`config.mk`:
```
export PLATFORM = sky130hd
export DESIGN_NAME = countdown_timer
export DESIGN_NICKNAME = d
export VERILOG_FILES = /design/src/rtl/matrix_calc_pkg.sv /design/src/rtl/tick_prescaler.sv /design/src/rtl/countdown_timer.sv
export SDC_FILE = /design/constraint.sdc
export NUM_CORES = 1
export LEC_CHECK = 0
export ABC_CLOCK_PERIOD_IN_PS = 3700
export BUFFER_PORTS_ARGS = -buffer_cell sky130_fd_sc_hd__buf_2
export CAP_MARGIN = 20
export CORE_MARGIN = 5
export CORE_UTILIZATION = 55
export CTS_BUF_LIST = sky130_fd_sc_hd__clkbuf_4
export DETAILED_ROUTE_END_ITERATION = 16
export PLACE_DENSITY = 0.82
export SYNTH_ARGS = -nofsm -noshare
export SYNTH_HDL_FRONTEND = slang
export SYNTH_SLANG_ARGS = --single-unit
```
`constraint.sdc`:
```
create_clock -name clk -period 3.7 [get_ports clk]
set_input_delay 0.37 -clock clk [delete_from_list [all_inputs] [get_ports clk]]
set_output_delay 0.37 -clock clk [all_outputs]
set_load 0.02 [all_outputs]
```
`src/rtl/matrix_calc_pkg.sv`:
```
// Shared constants and types for the matrix calculator control path.
// Both the controller FSM and the countdown timer take their limits from here.
package matrix_calc_pkg;

   localparam int unsigned CD_MIN_SECONDS     = 5;
   localparam int unsigned CD_MAX_SECONDS     = 15;
   localparam int unsigned CD_DEFAULT_SECONDS = 10;

   typedef enum logic {
      CdIdle,
      CdRun
   } cd_state_e;

   typedef logic [3:0] bcd_digit_t;

endpackage

```
`src/rtl/tick_prescaler.sv`:
```
// Free-running divide-by-DIV strobe generator, held at zero while disabled.
// Also used by the display refresh logic.
module tick_prescaler #(
   parameter int unsigned DIV = 10
) (
   input  logic clk,
   input  logic rst_n,
   input  logic clear,
   input  logic enable,
   output logic tick
);

   localparam int unsigned PW = $clog2(DIV);
   localparam logic [PW-1:0] LAST = PW'(DIV - 1);

   logic [PW-1:0] presc_q, presc_d;

   always_comb begin
      presc_d = '0;
      if (enable && !clear && (presc_q != LAST)) begin
         presc_d = presc_q + 1'b1;
      end
   end

   assign tick = enable && (presc_q == LAST);

   always_ff @(posedge clk) begin
      if (!rst_n) begin
         presc_q <= '0;
      end else begin
         presc_q <= presc_d;
      end
   end

endmodule

```
`src/rtl/countdown_timer.sv`:
```
// Programmable seconds countdown with BCD readout; answers the controller's
// start_countdown request with a single-cycle countdown_done pulse.
module countdown_timer
   import matrix_calc_pkg::*;
#(
   parameter int unsigned CLK_FREQ_HZ     = 100_000_000,
   parameter int unsigned TICK_HZ         = 1,
   parameter int unsigned DEFAULT_SECONDS = CD_DEFAULT_SECONDS,
   parameter int unsigned MIN_SECONDS     = CD_MIN_SECONDS,
   parameter int unsigned MAX_SECONDS     = CD_MAX_SECONDS
) (
   input  logic       clk,
   input  logic       rst_n,
   input  logic       start_countdown,
   input  logic       abort,
   input  logic       cfg_valid,
   input  logic [4:0] cfg_seconds,
   output logic       countdown_done,
   output logic       running,
   output logic [3:0] sec_tens,
   output logic [3:0] sec_ones,
   output logic       cfg_error
);

   localparam int unsigned DIV = CLK_FREQ_HZ / TICK_HZ;
   localparam logic [4:0] MIN_LEN = 5'(MIN_SECONDS);
   localparam logic [4:0] MAX_LEN = 5'(MAX_SECONDS);
   localparam logic [4:0] DEF_LEN = 5'(DEFAULT_SECONDS);

   function automatic logic [7:0] bin_to_bcd(input logic [4:0] v);
      logic [4:0] r;
      bcd_digit_t tens;
      r    = v;
      tens = 4'd0;
      if (r >= 5'd30) begin
         tens = 4'd3;
         r    = r - 5'd30;
      end else if (r >= 5'd20) begin
         tens = 4'd2;
         r    = r - 5'd20;
      end else if (r >= 5'd10) begin
         tens = 4'd1;
         r    = r - 5'd10;
      end
      return {tens, 4'(r)};
   endfunction

   cd_state_e  state_q, state_d;
   bcd_digit_t tens_q, tens_d;
   bcd_digit_t ones_q, ones_d;
   logic [4:0] cfg_len_q, cfg_len_d;
   logic       done_q, done_d;
   logic       cfg_err_q, cfg_err_d;
   logic [7:0] load_bcd;
   logic       tick;
   logic       last_second;

   assign load_bcd    = bin_to_bcd(cfg_len_q);
   assign last_second = (tens_q == 4'd0) && (ones_q <= 4'd1);

   tick_prescaler #(
      .DIV (DIV)
   ) u_prescaler (
      .clk    (clk),
      .rst_n  (rst_n),
      .clear  (start_countdown | abort),
      .enable (state_q == CdRun),
      .tick   (tick)
   );

   always_comb begin
      state_d   = state_q;
      tens_d    = tens_q;
      ones_d    = ones_q;
      cfg_len_d = cfg_len_q;
      done_d    = 1'b0;
      cfg_err_d = 1'b0;

      // The load below reads cfg_len_q, so a same-cycle config only affects the next start.
      if (cfg_valid) begin
         if ((cfg_seconds >= MIN_LEN) && (cfg_seconds <= MAX_LEN)) begin
            cfg_len_d = cfg_seconds;
         end else begin
            cfg_err_d = 1'b1;
         end
      end

      case (state_q)
         CdIdle: begin
            if (start_countdown) begin
               {tens_d, ones_d} = load_bcd;
               state_d          = CdRun;
            end
         end
         CdRun: begin
            if (abort) begin
               tens_d  = 4'd0;
               ones_d  = 4'd0;
               state_d = CdIdle;
            end else if (start_countdown) begin
               {tens_d, ones_d} = load_bcd;
            end else if (tick) begin
               if (last_second) begin
                  tens_d  = 4'd0;
                  ones_d  = 4'd0;
                  done_d  = 1'b1;
                  state_d = CdIdle;
               end else if (ones_q == 4'd0) begin
                  ones_d = 4'd9;
                  tens_d = tens_q - 4'd1;
               end else begin
                  ones_d = ones_q - 4'd1;
               end
            end
         end
         default: begin
            state_d = CdIdle;
            tens_d  = 4'd0;
            ones_d  = 4'd0;
         end
      endcase
   end

   always_ff @(posedge clk) begin
      if (!rst_n) begin
         state_q   <= CdIdle;
         tens_q    <= 4'd0;
         ones_q    <= 4'd0;
         cfg_len_q <= DEF_LEN;
         done_q    <= 1'b0;
         cfg_err_q <= 1'b0;
      end else begin
         state_q   <= state_d;
         tens_q    <= tens_d;
         ones_q    <= ones_d;
         cfg_len_q <= cfg_len_d;
         done_q    <= done_d;
         cfg_err_q <= cfg_err_d;
      end
   end

   assign running        = (state_q == CdRun);
   assign sec_tens       = tens_q;
   assign sec_ones       = ones_q;
   assign countdown_done = done_q;
   assign cfg_error      = cfg_err_q;

endmodule

```
==> summary.md <==
| Metric | Value |
|---|---|
| Synth top area share | `0.380` |
| Fin nets | `310` |
| Final Hold Vio Count | `0` |
| GRT Total Usage | `0.178` |
| DRT iter0 DRCs | `125` |
| Post-synth top flop | `dfxtp_1` |
| Cell Rows | `23` |
| Status | `completed` |
| RR Startpoint | `running` |
| Vias in the first global route | `1773` |
| Synth unique cells | `47` |
| Critical path capture point type | `flop` |
| Number of synthesized register bits | `43` |
| Global route overflow | `0` |
| Fin crit period | `2.18 ns` |
| Final Setup Violations | `0` |
| Synthesized cell area | `0.00226 sq mm` |
| RSZ-0062 raised after global routing | `no` |
| GP Congestion | `0.854` |
| Critical Path Sink | `sec_ones[1]` |
| DRC viols | `0` |
| Sequential Area | `861 sq um` |
| Startpoint Class | `flop` |
| CP cell instances | `nand2_1, nor2_1, nand3_2, nand2_1, a22o_1` |
| Number of synthesized flops with an enable pin | `0` |
| Final Util | `0.619` |
| R2R cell count | `5` |
| Die Ht | `74.2 microns` |
| Cell taking the most area after synthesis | `dfxtp_1` |
| Critical path's slowest cell | `nand3_2` |
| Hold buffer count at CTS | `0` |
| First-pass GRT wire length | `7.70 mm` |
| MaxCap Viol Count | `0` |
| Antenna viol nets, final | `0` |
| Mapped Nets | `289` |
| Root buffer cell | `clkbuf_4` |
| Postcts setup bufs | `0` |
| CP peak stage delay | `0.53 ns` |
| Routed WL | `4.23 mm` |
| Min-Delay Path Class | `in -> reg` |
| Die X | `74.2 microns` |
| Initial antenna violation count | `0` |
| Ys async rst share | `0` |
| Clk_skew | `0.0201 ns` |
| Num ports | `21` |
| PostCTS Resize Cnt | `0` |
| Total core area | `0.00400 sq mm` |
| Synth warn | `0` |
| Post-Layout Cell Count | `342` |
| Area occupied by multi-input gates | `0.00135 sq mm` |
| Main area contributors after synthesis | `dfxtp_1, nor2_1, xor2_1, nand2_1, ha_1` |
| LEAKAGE | `0.931 nW` |
| Avg WL per Cell | `12.4 microns` |
| Crit share post-route | `0.588` |
| Flop2flop setup slack | `1.52 ns` |
| Via count | `1885` |
| Num CTS Buffers | `5` |
| Most used cell, CP | `nand2_1` |
| Worst setup path startpoint | `running` |
| Post-Place Cells | `335` |
| IO buf count | `20` |
| Worst vdd ir | `0.264 mV` |
| DIE AREA | `0.00550 sq mm` |
| Final Max Tran Viols | `0` |
| Slew @ Worst Pin | `0.535 ns` |
| # clock sinks | `43` |
| WS Path Type | `reg -> reg` |
| Clk_lat worst skew | `0.36 ns` |
| Area grow syn2layout | `9.39%` |
| Post-synthesis sequential area ratio | `0.380` |
| Fillers | `360` |
| Crit path max fanout | `28` |
| Drt pass-1 iters | `4` |
| Largest net degree at the start of global routing | `29` |
| Setup TNS | `0 ns` |
| Power Density | `360 mW/mm^2` |
| Worst endpoint required time | `4.01 ns` |
| Worst EP arrival | `2.49 ns` |
| Fmax | `0.459 GHz` |
| CTS H-tree lvls | `2` |
| Mean Syn Cell Area | `8.36 sq um` |
| TritonCTS clock tree | `built` |
| Reg-to-reg endpoint | `sec_ones[1]` |
| CTS max path bufs | `2` |
| Cells after synthesis | `271` |
| Initial Util | `0.566` |
| DP HPWL | `3.15 mm` |
| Clock Pin Slew Worst Setup and Hold Paths | `0.12 ns` |
| Share of layout cells above drive strength 1 | `0.123` |
| Top post-synthesis cells by count | `dfxtp_1, nor2_1, nand2_1, xor2_1, nand3_1` |
| Post-layout total power | `0.891 mW` |
| Via density | `5.51` |
| # diodes | `0` |
| Slew headroom | `0.643` |
| Worst hold start | `cfg_seconds[1]` |
==> state kept, by name, summed over array words and instances (netlist names) <==
signal / count
countdown_done: 1
cfg_len_q: 5
u_prescaler.presc_q: 27
cfg_error: 1
running: 1
sec_tens: 4
sec_ones: 4
==> critical path: cells and delay by family (launching register included) <==
family / cells / cell delay (ns)
AND/OR/NAND/NOR: 4 / 1.49
flip-flops: 1 / 0.47
AO/OA/AOI/OAI: 1 / 0.16
==> cell families after synthesis <==
family	Yosys count	share of synthesized area
buffers and inverters	15	0.0260
XOR/XNOR	27	0.104
AND/OR/NAND/NOR	133	0.299
AO/OA/AOI/OAI	44	0.141
multiplexers	1	0.00442
flip-flops	43	0.380
adder cells (fa/ha/maj)	8	0.0442
==> stage by stage <==
step                setup slack (ns)  hold WS [ns]  cell area [sq um]
detailed placement              1.48         0.433               2400
finish                          1.52         0.258               2480
global placement                1.54         0.430               2400
floorplan                       1.60         0.413               2260
global route                    1.28         0.258               2480
CTS                             1.51         0.244               2480
==> layer usage <==
metal	GRT usage	vias to the layer above	share of wire
met5	0	-	0
li1	-	987	-
met3	0.0432	7	0.042
met1	0.231	850	0.48
met4	0.0744	0	0.017
met2	0.281	41	0.46
==> layout by cell type, fill, tap and decap left out, drive strengths merged, types with 2 or more instances in the layout <==
cell type and count:
a211oi 2, a21boi 7, a21oi 12, a22o 2, and2 2, and3 7, and3b 2, and4 6
buf 20, clkbuf 6, dfxtp 43, ha 8, inv 9, nand2 29, nand2b 2, nand3 17
nand4 7, nor2 43, nor2b 3, nor3 4, nor3b 2, nor4 2, o2111ai 2, o211ai 2
o21a 2, o21ai 8, or3 2, xnor2 10, xor2 17
==> worst min-delay path by stage <==
stage / slack, ns / depth (start not counted) / endpoint
finish: 0.26 / 3 / cfg_len_q[1]
detailed placement: 0.43 / 1 / u_prescaler.presc_q[0]
global route: 0.26 / 3 / cfg_error
global placement: 0.43 / 1 / u_prescaler.presc_q[0]
CTS: 0.24 / 3 / cfg_len_q[1]
floorplan: 0.41 / 1 / u_prescaler.presc_q[0]
==> area by class of cell <==
class,count,share of cell area
clock inverter,1,0.0121
tap,50,0.0253
sequential,43,0.347
timing repair buffer,20,0.0404
inverter,9,0.0136
clock buffer,6,0.0182
multi-input combinational,213,0.543
==> report_power, final <==
group	switching (mW)	total [mW]	internal (mW)
Combinational	0.0621	0.109	0.0472
Sequential	0.0171	0.490	0.473
Clock	0.145	0.292	0.147
No activity file was read; power rests on OpenSTA's default activity.
